`src/rtl/uart_word_rx.sv`:
```
// rtl/uart_word_rx.sv - 8N1 UART receiver packing byte pairs into a 16-bit word FIFO
// Optional even-parity frame support is compiled in with `define UART_RX_PARITY_EN.
module uart_word_rx #(
  parameter int CLKS_PER_BIT = 87,
  parameter int DEPTH        = 4,
  parameter int AFULL_LVL    = 3
) (
  input  logic        clk,
  input  logic        rst_n,
  input  logic        ce,
  input  logic        rx,
  input  logic        rd_en,
  output logic [15:0] data_out,
  output logic        fifo_empty,
  output logic        fifo_afull,
  output logic        fifo_full,
  output logic        frame_err,
`ifdef UART_RX_PARITY_EN
  output logic        parity_err,
`endif
  output logic        overflow
);

  localparam int AW = $clog2(DEPTH);
  localparam logic [15:0] BIT_LAST  = 16'(CLKS_PER_BIT - 1);
  localparam logic [15:0] HALF_LAST = 16'(CLKS_PER_BIT / 2 - 1);

  typedef logic [AW-1:0] ptr_t;
  typedef logic [AW:0]   occ_t;

  typedef enum logic [2:0] {
    IDLE,
    START,
    DATA,
`ifdef UART_RX_PARITY_EN
    PARITY,
`endif
    STOP,
    WAIT_IDLE
  } state_t;

  state_t      state;
  logic        rx_s1, rx_s2, rx_d;
  logic [15:0] cnt;
  logic [2:0]  bit_idx;
  logic [7:0]  shreg;
  logic [7:0]  hi_byte;
  logic        phase;
  logic        discard;
  logic        push;
  logic [15:0] push_word;
  ptr_t        wr_ptr, rd_ptr;
  occ_t        count;
  logic [15:0] mem [DEPTH];
  logic        do_pop, do_push;

  // A full FIFO still accepts a push when the same cycle frees a slot.
  assign do_pop  = rd_en && (count != occ_t'(0));
  assign do_push = push && ((count != occ_t'(DEPTH)) || do_pop);

  assign fifo_empty = (count == occ_t'(0));
  assign fifo_full  = (count == occ_t'(DEPTH));
  assign fifo_afull = (count >= occ_t'(AFULL_LVL));
  assign data_out   = fifo_empty ? 16'h0000 : mem[rd_ptr];

  always_ff @(posedge clk or negedge rst_n) begin
    if (!rst_n) begin
      state     <= IDLE;
      rx_s1     <= 1'b1;
      rx_s2     <= 1'b1;
      rx_d      <= 1'b1;
      cnt       <= '0;
      bit_idx   <= '0;
      shreg     <= '0;
      hi_byte   <= '0;
      phase     <= 1'b0;
      discard   <= 1'b0;
      push      <= 1'b0;
      push_word <= '0;
      wr_ptr    <= '0;
      rd_ptr    <= '0;
      count     <= '0;
      frame_err <= 1'b0;
      overflow  <= 1'b0;
`ifdef UART_RX_PARITY_EN
      parity_err <= 1'b0;
`endif
    end else if (ce) begin
      rx_s1 <= rx;
      rx_s2 <= rx_s1;
      rx_d  <= rx_s2;
      push  <= 1'b0;
      case (state)
        IDLE: begin
          if (rx_d && !rx_s2) begin
            state   <= START;
            cnt     <= '0;
            bit_idx <= '0;
            discard <= 1'b0;
          end
        end
        START: begin
          if (cnt == HALF_LAST) begin
            cnt   <= '0;
            state <= rx_s2 ? IDLE : DATA;
          end else begin
            cnt <= cnt + 16'd1;
          end
        end
        DATA: begin
          if (cnt == BIT_LAST) begin
            cnt     <= '0;
            shreg   <= {rx_s2, shreg[7:1]};
            bit_idx <= bit_idx + 3'd1;
            if (bit_idx == 3'd7) begin
`ifdef UART_RX_PARITY_EN
              state <= PARITY;
`else
              state <= STOP;
`endif
            end
          end else begin
            cnt <= cnt + 16'd1;
          end
        end
`ifdef UART_RX_PARITY_EN
        PARITY: begin
          if (cnt == BIT_LAST) begin
            cnt   <= '0;
            state <= STOP;
            if ((^shreg) != rx_s2) begin
              parity_err <= 1'b1;
              discard    <= 1'b1;
              phase      <= 1'b0;
            end
          end else begin
            cnt <= cnt + 16'd1;
          end
        end
`endif
        STOP: begin
          if (cnt == BIT_LAST) begin
            cnt <= '0;
            if (rx_s2) begin
              state <= IDLE;
              if (!discard) begin
                if (!phase) begin
                  hi_byte <= shreg;
                  phase   <= 1'b1;
                end else begin
                  push      <= 1'b1;
                  push_word <= {hi_byte, shreg};
                  phase     <= 1'b0;
                end
              end
            end else begin
              frame_err <= 1'b1;
              phase     <= 1'b0;
              state     <= WAIT_IDLE;
            end
          end else begin
            cnt <= cnt + 16'd1;
          end
        end
        WAIT_IDLE: if (rx_s2) state <= IDLE;
        default:   state <= IDLE;
      endcase

      if (do_pop) rd_ptr <= rd_ptr + ptr_t'(1);
      if (do_push) wr_ptr <= wr_ptr + ptr_t'(1);
      else if (push) overflow <= 1'b1;
      case ({do_push, do_pop})
        2'b10:   count <= count + occ_t'(1);
        2'b01:   count <= count - occ_t'(1);
        default: count <= count;
      endcase
    end
  end

  always_ff @(posedge clk) begin
    if (ce && do_push) mem[wr_ptr] <= push_word;
  end

endmodule
```
`config.mk`:
```
export PLATFORM = sky130hd
export DESIGN_NAME = uart_word_rx
export DESIGN_NICKNAME = d
export VERILOG_FILES = /design/src/rtl/uart_word_rx.sv
export SDC_FILE = /design/constraint.sdc
export NUM_CORES = 1
export LEC_CHECK = 0
export BUFFER_PORTS_ARGS = -buffer_cell sky130_fd_sc_hd__buf_2
export CAP_MARGIN = 20
export CORE_UTILIZATION = 35
export CTS_CLUSTER_SIZE = 16
export DETAILED_ROUTE_END_ITERATION = 7
export HOLD_SLACK_MARGIN = 0.05
export MAX_ROUTING_LAYER = met4
export SYNTH_ARGS = -nofsm -noshare
export SYNTH_HDL_FRONTEND = slang
export SYNTH_SLANG_ARGS = --single-unit
```
`constraint.sdc`:
```
create_clock -name clk -period 2.4 [get_ports clk]
set_clock_uncertainty 0.2 [all_clocks]
set_input_delay 0.12 -clock clk [delete_from_list [all_inputs] [get_ports clk]]
set_output_delay 0.12 -clock clk [all_outputs]
set_load 0.01 [all_outputs]
```
# == After elaboration in Yosys (flattened, before gate mapping) ==
# Memory sizes are Yosys's and may differ from the RTL's.
# Cells that the tools add are included.
# classes
n_reduce_logical,25
muxes,26
order_cmp,1
eq_ne,17
n_bitwise,3
addsub,6
# ops
cell,count
16-bit 2-to-1 mux,4
16-bit case mux with 3 select lines,1
3-bit 2-to-1 mux,9
"16-bit by 1-bit adder with 16-bit output, second input constant",1
"16-bit by 6-bit == test with 1-bit output, second input constant",1
"16-bit by 7-bit == test with 1-bit output, second input constant",1
3-bit case mux with 5 select lines,1
"2-bit inequality test, second input constant",6
3-bit case mux with 2 select lines,2
3-bit AND reduction,4
5-bit AND reduction,2
"3-bit == test, second input constant",3
1-bit 2-to-1 mux,8
4-bit AND reduction,2
7-bit AND reduction,1
"3-bit by 1-bit adder with 3-bit output, second input constant",2
"3-bit by 2-bit == test with 1-bit output, second input constant",2
3-bit logical NOT,2
2-bit AND reduction,3
3-bit nonzero test,2
"2-bit by 1-bit adder with 2-bit output, second input constant",2
1-bit logical AND,4
2-bit nonzero test,2
"3-bit by 1-bit == test with 1-bit output, second input constant",1
10 further kinds,12
# totals
in_bits,5
mem_count,1
word_cells,95
output_inout_bits,21
mem_bits_rw,64
ff_bits,68
# mem_list
memory,words,word_bits,read_ports,rd_ports_with_merged_regs,wr,line,source
mem,4,16,1,0,1,54,logic [15:0] mem [DEPTH];

# == Longest topological paths before layout ==
# Gate-level depths: netlist (run 1).
# depth
ltp_word,7
mapped_depth,9
ltp_nobuf,7

# == Least setup slack after synthesis (run 1) ==
# No wires, ideal clock.
# synth_timing
path_type,reg-to-reg
start,reg cnt[0]
end,reg hi_byte[0]
path_slack_ns,0.060
period_less_slack_ns,2.340
stages_incl_launch_ff,9
n_path_buf,1
setup_time_ns,0.125
arrival_time_ns,2.015
t_required_ns,2.075
cell_sequence,dfrtp_1 inv_1 ha_1 nor4b_2 and4_1 buf_4 nand3_4 nor3b_4 mux2_2
# synth_between
elab_chain_cells,2
# synth_rtl
item,line,source
"start, declared",44,logic [15:0] cnt;
"start signal, assigned",107,cnt <= cnt + 16'd1;
"start signal, assigned",123,cnt <= cnt + 16'd1;
"start signal, assigned",162,cnt <= cnt + 16'd1;
16-bit by 7-bit == test with 1-bit output,142,if (cnt == BIT_LAST) begin
5-bit AND reduction (no source line),-,
"end signal, assigned",148,hi_byte <= shreg;
"end, declared",47,logic [7:0] hi_byte;
# No other way between the ends.
# A chain may end at the register's enable or synchronous reset.

# == Worst setup path in the final report (run 1) ==
# layout_timing
start,reg cnt[3]
end,reg hi_byte[2]
# Same word-level chain as after synthesis.

==> run summary, run 1 <==
The total CTS buffers came out at 17. In this run the worst setup path begins at cnt[3]. The critical-path maximum fanout is 9. The violation count after the first detailed-route iteration came out at 198. The final global-route overflow total came out at 0. The most used standard cell by instance count after synthesis is sky130_fd_sc_hd__dfrtp_1. The final cycle utilization of the critical path is 0.9801. The total global-route track usage is 0.1384. The worst slew slack as a fraction of its limit is 0.5316. The height of the die came out at between 100 and 150 um. The category of the worst setup path capture point is a flip-flop. The number of levels the H-tree was split into came out at 4. The first global-routing pass estimated 16700 um of wire.

The endpoint identified for the worst register-to-register timing path is hi_byte[2]. The cell chosen for the clock root is sky130_fd_sc_hd__clkbuf_16. The critical path's largest stage delay came out at 0.45 ns. The clock latency reported for the late side of the worst-skew pair came out at 0.42 ns. The largest net degree at the start of global routing is 40. The synthesized net count came out at 397. For the pin with the worst max-slew slack, the measured transition is roughly 0.70 ns. The number of global-route vias before repair came to 3257. The average wire length per cell after detail routing came out at 14.96 um. The final design utilization came out at 0.4362. The worst setup path is launched from a flip-flop.

After synthesis, the mean cell area works out to 14.81 um2. The clock period minus worst slack is 2.352 ns. The sum of routed wire length over all layers came out at roughly 10000 um. The number of synthesized flops with an enable pin is 64. The maximum clock frequency came out at 425.1 MHz. Counting flops with an async set or reset pin after synthesis yields a share of 0.5152. The final critical-path setup slack came out at approximately 0.048 ns. At the worst endpoint, the arrival time is 2.45 ns. The global placement routability congestion came out at 0.8868. The register area share after synthesis came out at 0.6394.

The initial antenna violation count is 0. The detailed-routing iteration count for the pre-antenna-repair pass came out at 4. The leakage component of the power came out at 3.025 nW. The critical path data required time came out at roughly 2.5 ns. The share of final-layout standard cells stronger than drive strength 1 came out at 0.3129. The estimated wirelength of the detail-placed design came out at 6418 um. 0 antenna diodes ended up in the layout. The startpoint-to-endpoint class of the critical path is flip-flop to flip-flop. The detailed-route vias per instance is 4.920. sky130_fd_sc_hd__edfxtp_1 takes more of the synthesized area than any other cell. Setup violations remaining at the end of the flow were counted as 0. The netlist uses 53 different library cells.

The number of nets in the layout is 458. The tightest hold margin is about 0.092 ns. The design draws 0.005971 W. The largest vdd supply drop is 0.4553 mV. Setup repair after global routing could not meet its margin everywhere. The slowest cell on the critical path is sky130_fd_sc_hd__dfrtp_1. The floorplan row count came out at 46. The number of pins with negative max-slew slack in the final report came out at 0. The clock drives 132 sinks. The signal on the critical path passes through nor4b_2 -> and4_4 -> nand3_4 -> nor3b_4 -> buf_12 -> mux2_2.

The worst-case setup slack after placement came out at ~0.060 ns. For this run, the leading register cell type out of synthesis is sky130_fd_sc_hd__dfrtp_1. In this run the worst hold path is classified as input port to asynchronous set/reset pin.

The critical path ends at hi_byte[2]. Measured in cells, the most critical reg-to-reg path has a length of 6. The aggregate negative setup slack came out at 0 ns.

The run finished with clean final reports. The cell family contributing the most delay on the critical path is simple AND/OR/NAND/NOR gates. The mapped netlist covers 0.005673 mm2.

During placement, the flow inserted port buffers numbering 25. The routed layout has 3311 vias. The DRC violation count after routing is 0.

In this run the critical register-to-register path is launched from cnt[3]. The number of top-level pins is 26. The fraction of synthesized cell area taken by the top area cell type is 0.3388. The die outline width came out at 129.3 um.

The critical path buffer and inverter count is 1. The maximum number of buffers from clock root to sink came out at 2. The flop-to-flop setup slack is 0.05 ns.

After clock tree synthesis, the clock-pin slew on the worst setup and hold paths is about 0.060 ns. The synthesized design contains 132 register bits. The count of antenna-violating nets left after detailed routing is 0. Sorting the synthesized cells by how often they occur yields 65 x sky130_fd_sc_hd__dfrtp_1, 64 x sky130_fd_sc_hd__edfxtp_1, 36 x sky130_fd_sc_hd__mux2_2. In this run the standard cell core region covers 0.01583 mm2. The area of the die came out at 0.01672 mm2. The post-synthesis to final-layout area growth came out at 21.70%. By area the synthesized netlist is led by sky130_fd_sc_hd__edfxtp_1 34%, sky130_fd_sc_hd__dfrtp_1 29%, sky130_fd_sc_hd__mux2_2 7.1%. The tool flagged a number of max-cap violations equal to 0.

The critical path runs through a total of 6 cells. The cell count after synthesis is around 380. The final count of hold timing violations is 0. The count of warnings emitted by yosys came out at 0. For this configuration, the core starts out at a cell density of 0.3584. The power density of the placed cells is around 860 mW/mm2. The number of fillers in the final layout came out at 1435. TritonCTS built the clock tree.
==> metrics by stage <==
| step | cell area [um2] | std cells |
|---|---|---|
| 6_report | 6904 | 673 |
| 3_3_place_gp | 6277 | 633 |
| 2_1_floorplan | 5673 | 383 |
| 4_1_cts | 6870 | 670 |
| 3_5_place_dp | 6277 | 633 |
| 5_1_grt | 6904 | 673 |
==> cell families after synthesis <==
group,synth area share
flip-flops,0.6394
AND/OR/NAND/NOR,0.1118
multiplexers,0.1403
AO/OA/AOI/OAI,0.05183
buffers and inverters,0.01852
XOR/XNOR,0.01698
adder cells (fa/ha/maj),0.02117
==> registers in the layout, summed over array words and instances, names as in the netlist <==
| signal | flops |
|---|---|
| bit_idx | 3 |
| cnt | 16 |
| count | 3 |
| frame_err | 1 |
| hi_byte | 8 |
| mem | 64 |
| overflow | 1 |
| phase | 1 |
| push | 1 |
| push_word | 16 |
| rd_ptr | 2 |
| rx_d | 1 |
| rx_s1 | 1 |
| rx_s2 | 1 |
| shreg | 8 |
| state | 3 |
| wr_ptr | 2 |
==> layer usage <==
metal,GRT usage,part of all wire
met1,0.1714,0.47
met5,-,0
met2,0.2135,0.48
met3,0.04624,0.033
met4,0.04429,0.011
==> worst reg2reg max path: cells and delay by family, from the launching register on <==
family / cells / cell delay, ns
multiplexers: 1 / 0.34
buffers and inverters: 1 / 0.15
flip-flops: 1 / 0.45
AND/OR/NAND/NOR: 4 / 1.09
==> what timing repair did <==
item                                    in CTS  in global routing
setup buffers                                0                  3
resized for setup                            0                  3
hold buffers                                 5                  0
hold endpoints to repair                    61                  0
endpoints found under the setup margin       0                 34
==> area by class of cell <==
cell class,instances,area (um2),share of cell area
Clock buffer,20,436.7,0.06325
Clock inverter,12,106.4,0.01540
Inverter,11,41.29,0.005980
Multi-Input combinational cell,226,1952,0.2827
Sequential cell,132,3627,0.5254
Tap cell,216,270.3,0.03914
Timing Repair Buffer,56,470.5,0.06814
==> worst min path at each step <==
stage	startpoint	to	slack, ns	cells past startpoint
floorplan	rst_n	bit_idx[0]	-0.38	0
global placement	rst_n	frame_err	0.003	1
detailed placement	rst_n	frame_err	0.01	1
CTS	rst_n	frame_err	0.11	2
finish	rst_n	frame_err	0.09	2
global route	rst_n	frame_err	0.16	2
==> power breakdown <==
part / internal [W] / total [W] / switching, W
sequential: 0.00249 / 0.00264 / 0.000145
clock: 0.00142 / 0.00236 / 0.000940
combinational: 0.000474 / 0.000975 / 0.000501
total: 0.00438 / 0.00597 / 0.00159
==> cell usage in the layout (no fill, tap or decap), drive strengths merged, types with 7 or more instances in the layout <==
cell type and instances:
clkbuf 20, nand2 17, ha 8, mux4 16, o21ai 10, edfxtp 64, inv 13, buf 51
nor2 19, nand4 8, mux2 36, a21oi 7, and2 25, nand3 8, dfrtp 65
No activity file was read; power rests on OpenSTA's default activity.
==> run 2: changes to the inputs <==
--- a/config.mk
+++ b/config.mk
@@ -5,6 +5,7 @@
 export SDC_FILE = /design/constraint.sdc
 export NUM_CORES = 1
 export LEC_CHECK = 0
+export ABC_AREA = 1
 export BUFFER_PORTS_ARGS = -buffer_cell sky130_fd_sc_hd__buf_2
 export CAP_MARGIN = 20
 export CORE_UTILIZATION = 35
==> run summary, run 2 <==
The estimated wirelength of the detail-placed design came out at 7688 um. Among all cell types in the netlist, the one instantiated most often is sky130_fd_sc_hd__nand2_1. The height of the die came out at approximately 130 um.

The die covers 0.01714 mm2. The final cycle utilization of the critical path is 0.9152. The clock latency reported for the late side of the worst-skew pair came out at 0.41 ns. Counting instances in the post-synthesis netlist gives the leading cell types as 136 x sky130_fd_sc_hd__nand2_1, 107 x sky130_fd_sc_hd__nor2_1, 65 x sky130_fd_sc_hd__dfrtp_1. The count of state elements after synthesis came out at 132. The number of input and output port buffers inserted came out at 25. The floorplan row count came out at between 40 and 50. The count of warnings emitted by yosys came out at 0. The count of nets left with antenna violations once routing finished came out at 0. The critical-path maximum fanout came out at 34. The largest vdd supply drop is 0.5191 mV. The effective utilization at floorplan is 0.3623.

The number of synthesized flops with an enable pin is 64. The number of nets in the layout is 669. Routability-driven placement finished with a final weighted congestion of roughly 0.85. The category of the worst setup path capture point is a primary output.

Setup slack on the worst reg-to-reg path comes out at 0.26 ns. The average wire length per cell after detail routing is between 10 and 15 um. The first global-routing pass estimated 19530 um of wire. The number of placed instances, taps included is around 850.

The power density of the placed cells came out at ~1000 mW/mm2. sky130_fd_sc_hd__edfxtp_1 takes more of the synthesized area than any other cell. In the final layout, the registers with the most flip-flops are mem: 64 flops, cnt: 16 flops, push_word: 16 flops.

The endpoint of the worst-slack reg-to-reg timing path is push_word[13]. Compared with the post-synthesis result, the final layout area differs by 18.75%. The most used flip-flop cell after synthesis is sky130_fd_sc_hd__dfrtp_1. The cell count after synthesis is 608. Global routing finished with a remaining overflow of 0. In the layout the commonest cells are 136 x sky130_fd_sc_hd__nand2_1, 107 x sky130_fd_sc_hd__nor2_1, 64 x sky130_fd_sc_hd__dfrtp_1, 64 x sky130_fd_sc_hd__edfxtp_1, 48 x sky130_fd_sc_hd__o21ai_0. The total global-route track usage is 0.1571. The cell area after layout is 0.006909 mm2. The synthesized net count came out at 622. After synthesis, the cell types taking the most area are sky130_fd_sc_hd__edfxtp_1 33%, sky130_fd_sc_hd__dfrtp_1 28%, sky130_fd_sc_hd__nand2_1 8.8%. After the first detailed-routing iteration, the DRC count stood at 265. The fraction of registers with async set or reset after synthesis is 0.5152. The number of pins with negative max-slew slack in the final report came out at 0. After layout, the minimum clock period comes to approximately 2.2 ns. The final count of hold timing violations is 0. The max-capacitance violation count came out at 0.

0 antenna diodes ended up in the layout. The detailed-route vias per instance came out at around 4.6. mem holds more flip-flops than any other register. The leakage component of the power is 3.141 nW. Setup repair after global routing left no endpoint under its margin. The number of levels the H-tree was split into came out at 4. The worst hold path belongs to the class input port to asynchronous set/reset pin. The critical path data required time is roughly 2.1 ns. The aggregate negative setup slack came out at 0 ns. The worst slew slack as a fraction of its limit came out at 0.5923.

Summed over all layers, the routed wires come to ~12000 um. TritonCTS built the clock tree. The run finished with clean final reports. The setup violation total in the final timing report is 0. By startpoint and endpoint, the worst setup path is classified as flip-flop to primary output. For this run, design rule violations remaining after detail routing come to 0.

The number of top-level pins came out at 26. Counting cells, the worst reg-to-reg path comes to 11. The area of the mapped netlist came out at 0.005818 mm2. The number of distinct library cells after synthesis came out at 34. The total CTS buffers is 17. The post-synthesis average cell area came out at 9.569 um2. STA classifies the critical path startpoint as a flip-flop.

The register area share after synthesis is 0.6234. The number of global-route vias before repair is between 4000 and 5000. The startpoint identified for the worst register-to-register timing path is cnt[0]. The area inside the core boundary came out at roughly 0.016 mm2. The share of final-layout standard cells stronger than drive strength 1 came out at 0.1317. The arrival time reported for the critical path endpoint came out at 1.88 ns.

The register with the most flip-flops in the layout has 64 of them. The initial antenna violation count is 0. The fraction of synthesized cell area taken by the top area cell type came out at 0.3303. For the pin with the worst max-slew slack, the measured transition is 0.6109 ns. The maximum clock frequency is approximately 460 MHz. The total vias in the final route came out at about 4100.

The die outline width is 130.9 um. The cell chosen for the clock root is sky130_fd_sc_hd__clkbuf_16. The detailed-routing iteration count for the pre-antenna-repair pass is 4. The non-filler instance count after layout is 884. Leaving out fill and tap cells, the most frequent cell in the layout is sky130_fd_sc_hd__nand2_1.

The placed cell area is between 0.006 and 0.007 mm2. CTS saw 132 sinks. After clock tree synthesis, the clock-pin slew on the worst setup and hold paths is 0.06 ns. The largest net degree at the start of global routing came out at 39.

The tightest hold margin came out at 0.07809 ns. The clock passes through at most 2 buffers.
-- run 2: changes by cell type after synthesis, moves of 16 or more --
cell,before,now
sky130_fd_sc_hd__nand2_1,17,136
sky130_fd_sc_hd__nor2_1,18,107
sky130_fd_sc_hd__mux4_2,16,0
sky130_fd_sc_hd__a21oi_1,7,23
sky130_fd_sc_hd__and2_1,25,0
sky130_fd_sc_hd__nand3_1,7,46
sky130_fd_sc_hd__inv_1,11,43
sky130_fd_sc_hd__o21ai_0,10,48
sky130_fd_sc_hd__mux2_2,36,0
-- run 2: worst max-delay path, stage by stage (launching register included) --
cell	delay [ns]
sky130_fd_sc_hd__dfrtp_2	0.52
sky130_fd_sc_hd__inv_1	0.09
sky130_fd_sc_hd__buf_4	0.30
sky130_fd_sc_hd__o21ai_0	0.17
sky130_fd_sc_hd__a21oi_1	0.22
sky130_fd_sc_hd__buf_2	0.16
-- run 2: worst max-delay path by stage --
stage | start | to | cells after the start
floorplan | count[0] | mem[0][0] | 4
global placement | cnt[0] | push_word[11] | 11
detailed placement | cnt[0] | push_word[13] | 11
CTS | rd_ptr[0] | data_out[12] | 6
global route | cnt[0] | push_word[14] | 11
finish | rd_ptr[0] | data_out[12] | 5
-- run 2: final cells by class --
cell class | instances | area [um2]
timing repair buffer | 46 | 297.8
clock inverter | 14 | 175.2
tap | 216 | 270.3
inverter | 48 | 180.2
sequential | 132 | 3628
fill | 1538 | 9149
multi-input combinational | 410 | 1928
clock buffer | 18 | 429.2
-- run 2: per-stage QoR --
step                      setup slack, ns  utilization  power (W)
after floorplan                    0.3538            -   0.003792
after global placement             0.3695       0.3888   0.004348
after detailed placement           0.2692       0.3888   0.004406
after CTS                         0.04312       0.4302   0.007073
after global routing              0.05470       0.4303   0.007456
final                              0.2036       0.4303   0.006988
-- run 2: cell families (layout without fill, tap and decap cells) --
kind of cell,count (synthesis),in the layout,share of synthesized area
AOI/OAI and AO/OA,79,79,0.07032
DFF,132,132,0.6234
buffers and inverters,66,126,0.04516
and+or+nand+nor,312,312,0.2254
adders and majority gates,9,9,0.02065
xor gates and xnor gates,10,10,0.01505
-- run 2: timing repair --
| item | 4_1_cts | 5_1_grt |
|---|---|---|
| setup buffers | 0 | 0 |
| hold buffers | 6 | 0 |
| setup endpoints to repair | 0 | 9 |
| hold endpoints to repair | 80 | 0 |
| gates resized for setup | 0 | 1 |
-- run 2: power by group --
group | total [W] | switching (W) | internal [W]
Sequential | 0.00259 | 0.000129 | 0.00247
Combinational | 0.00177 | 0.00115 | 0.000619
Clock | 0.00262 | 0.000974 | 0.00165
Total | 0.00699 | 0.00226 | 0.00473
-- run 2: per-layer routing --
metal	vias to the layer above	wire length [um]	track usage
met5	-	0	-
li1	2100	-	-
met1	1930	5190	0.1746
met2	50	5956	0.2695
met4	0	106	0.06626
met3	10	299	0.03787
==> run 3: changes to the inputs <==
--- a/config.mk
+++ b/config.mk
@@ -13,6 +13,7 @@
 export DETAILED_ROUTE_END_ITERATION = 7
 export HOLD_SLACK_MARGIN = 0.05
 export MAX_ROUTING_LAYER = met4
+export PLACE_DENSITY = 0.57
 export SYNTH_ARGS = -nofsm -noshare
 export SYNTH_HDL_FRONTEND = slang
 export SYNTH_SLANG_ARGS = --single-unit
==> run summary, run 3 (synthesis gave the netlist of run 2 again) <==
The flip-flop count of the largest register after layout is between 60 and 70. The setup fix buffers added after clock tree synthesis came out at 0. After detailed routing, the total wire length is between 10000 and 15000 um. The top cell types in the final layout, fill and taps aside, are 136 x sky130_fd_sc_hd__nand2_1, 107 x sky130_fd_sc_hd__nor2_1, 65 x sky130_fd_sc_hd__dfrtp_1.

The critical-path maximum fanout is 22. In the final routed layout, each cell accounts on average for 13.08 um. Headroom to the max-slew limit came out at 0.5947.

The final count of hold timing violations came to 0. Of the available clock period, the critical path in the final layout requires 0.9220. The final global-route overflow total came out at 0. The number of global-route vias before repair came out at 4029. Ranked by flip-flop count, first place goes to mem. The largest net degree at the start of global routing came out at 69. The tightest hold margin came out at 0.03044 ns.

Setup repair after global routing left no endpoint under its margin. The power density of the placed cells is between 900 and 1000 mW/mm2. The clock transition time at the flip-flop clock pins of the worst setup and hold paths is 0.06 ns. The total vias in the final route came out at 4131. Prior to clock tree synthesis, the placed netlist has a worst setup slack of 0.3060 ns. The number of gates resized after CTS came out at 0. The slew at the pin with the worst max-slew slack came out at 0.6073 ns. The startpoint-to-endpoint class of the critical path is flip-flop to primary output. The die outline width is 130.9 um. The final critical-path setup slack came out at 0.1872 ns.

The initial antenna violation count came out at 0. The clock tree synthesis step divided the H-tree into 4 levels. Routability-driven placement finished with a final weighted congestion of 0.8333. The number of input and output port buffers inserted came out at 25. The share of final-layout standard cells stronger than drive strength 1 is 0.1259. The area inside the core boundary came out at 0.01606 mm2. The number of antenna diodes in the final layout is 0.

STA classifies the critical path startpoint as a flip-flop. The max-capacitance violation count is 0. In this run, post-CTS hold repair placed 6 buffers. The post-synthesis to final-layout area growth is 17.66%. The detailed-route vias per instance is 4.678.

The floorplan row count came out at 46. The detailed-routing iteration count for the pre-antenna-repair pass came out at 4. The largest registers in the layout are mem: 64 flops, cnt: 16 flops, push_word: 16 flops. The count of antenna-violating nets left after detailed routing came out at 0. The number of nets in the layout came out at 669. The worst setup path is captured at a primary output. The detailed router finished its first iteration with 204 violations. The clock period minus worst slack is 2.213 ns. The height of the die is 130.9 um. The initial utilization of the core area, before any placement, comes to 0.3623.

The area of the die came out at roughly 0.017 mm2. Setup violations remaining at the end of the flow were counted as 0. At the worst endpoint, the arrival time is 1.89 ns. The maximum number of buffers from clock root to sink is 2. Adding up every negative setup slack in the final design gives 0 ns.

For the worst-skew pair, the clock arrives at the later sink with an insertion delay of slightly above 0.4 ns. The number of pins with negative max-slew slack in the final report is 0. After layout, the design draws a total of 0.006644 W. The number of sinks driven by the clock tree came out at 132.

The total CTS buffers is 17. The wire-length estimate of the detail-placed layout is 7602 um. The wire length of the first global-routing pass is 19440 um. In the global route stage, overall resource usage came out at 0.1551. The DRC violation count after routing is 0. The tree is rooted in a sky130_fd_sc_hd__clkbuf_16.

The library cell used most frequently in the layout, excluding fill and tap cells, is sky130_fd_sc_hd__nand2_1. The TritonCTS clock tree is done. The largest vdd supply drop came out at 0.4767 mV. For the worst setup path, the data required time is 2.08 ns.

The run finished with clean final reports. In this run the count of I/O pins placed on the die edge is 26. The maximum clock frequency is 451.9 MHz. Summed over all cells, the static leakage comes to 3.095 nW.

The path category of the worst min-delay check is input port to asynchronous set/reset pin.
==> run 3: cell types whose count changed in the layout (fill, tap and decap cells not counted), sizes merged <==
| cell | previous run | this run |
|---|---|---|
| bufinv | 3 | 0 |
| clkinvlp | 0 | 4 |
| inv | 51 | 49 |
==> run 3: final timing paths <==
check,from,endpoint,cells after the start,slack [ns]
worst max-delay path,rd_ptr[0],data_out[4],6,0.19
worst min-delay path,rst_n,cnt[14],3,0.03
worst max register to register,count[2],count[2],10,0.26
worst min register to register,overflow,overflow,1,0.26
max in group asynchronous,rst_n,rx_d,3,1.61
min in group clk,overflow,overflow,1,0.26
==> run 3: cell type report <==
class	instances	area [um2]
Clock buffer	18	429.2
Fill cell	1534	9213
Tap cell	216	270.3
Inverter	48	180.2
Timing Repair Buffer	46	322.8
Sequential cell	132	3627
Clock inverter	13	87.58
Multi-Input combinational cell	410	1928
==> run 3: power by group <==
part | internal, W | switching, W
Combinational | 0.000649 | 0.00116
Sequential | 0.00246 | 0.000129
Clock | 0.00130 | 0.000939
==> run 3: metrics by stage <==
stage | std cells | utilization | cell area (um2)
2_1_floorplan | 608 | - | 5818
3_3_place_gp | 846 | 0.3904 | 6269
3_5_place_dp | 846 | 0.3904 | 6269
4_1_cts | 883 | 0.4263 | 6845
5_1_grt | 883 | 0.4263 | 6845
6_report | 883 | 0.4263 | 6845
==> run 3: per-layer routing <==
layer | vias to the layer above | track usage | wire length (um)
li1 | 2101 | - | -
met1 | 1958 | 0.1799 | 5319
met2 | 55 | 0.2589 | 5765
met3 | 17 | 0.03542 | 270
met4 | 0 | 0.06491 | 192
met5 | - | - | 0
==> run 3: critical path, stage by stage, from the launching register on <==
cell,delay [ns]
sky130_fd_sc_hd__dfrtp_1,0.63
sky130_fd_sc_hd__buf_12,0.22
sky130_fd_sc_hd__nor2_1,0.06
sky130_fd_sc_hd__nor2_1,0.10
sky130_fd_sc_hd__o21ai_0,0.10
sky130_fd_sc_hd__a21oi_1,0.20
sky130_fd_sc_hd__buf_2,0.16
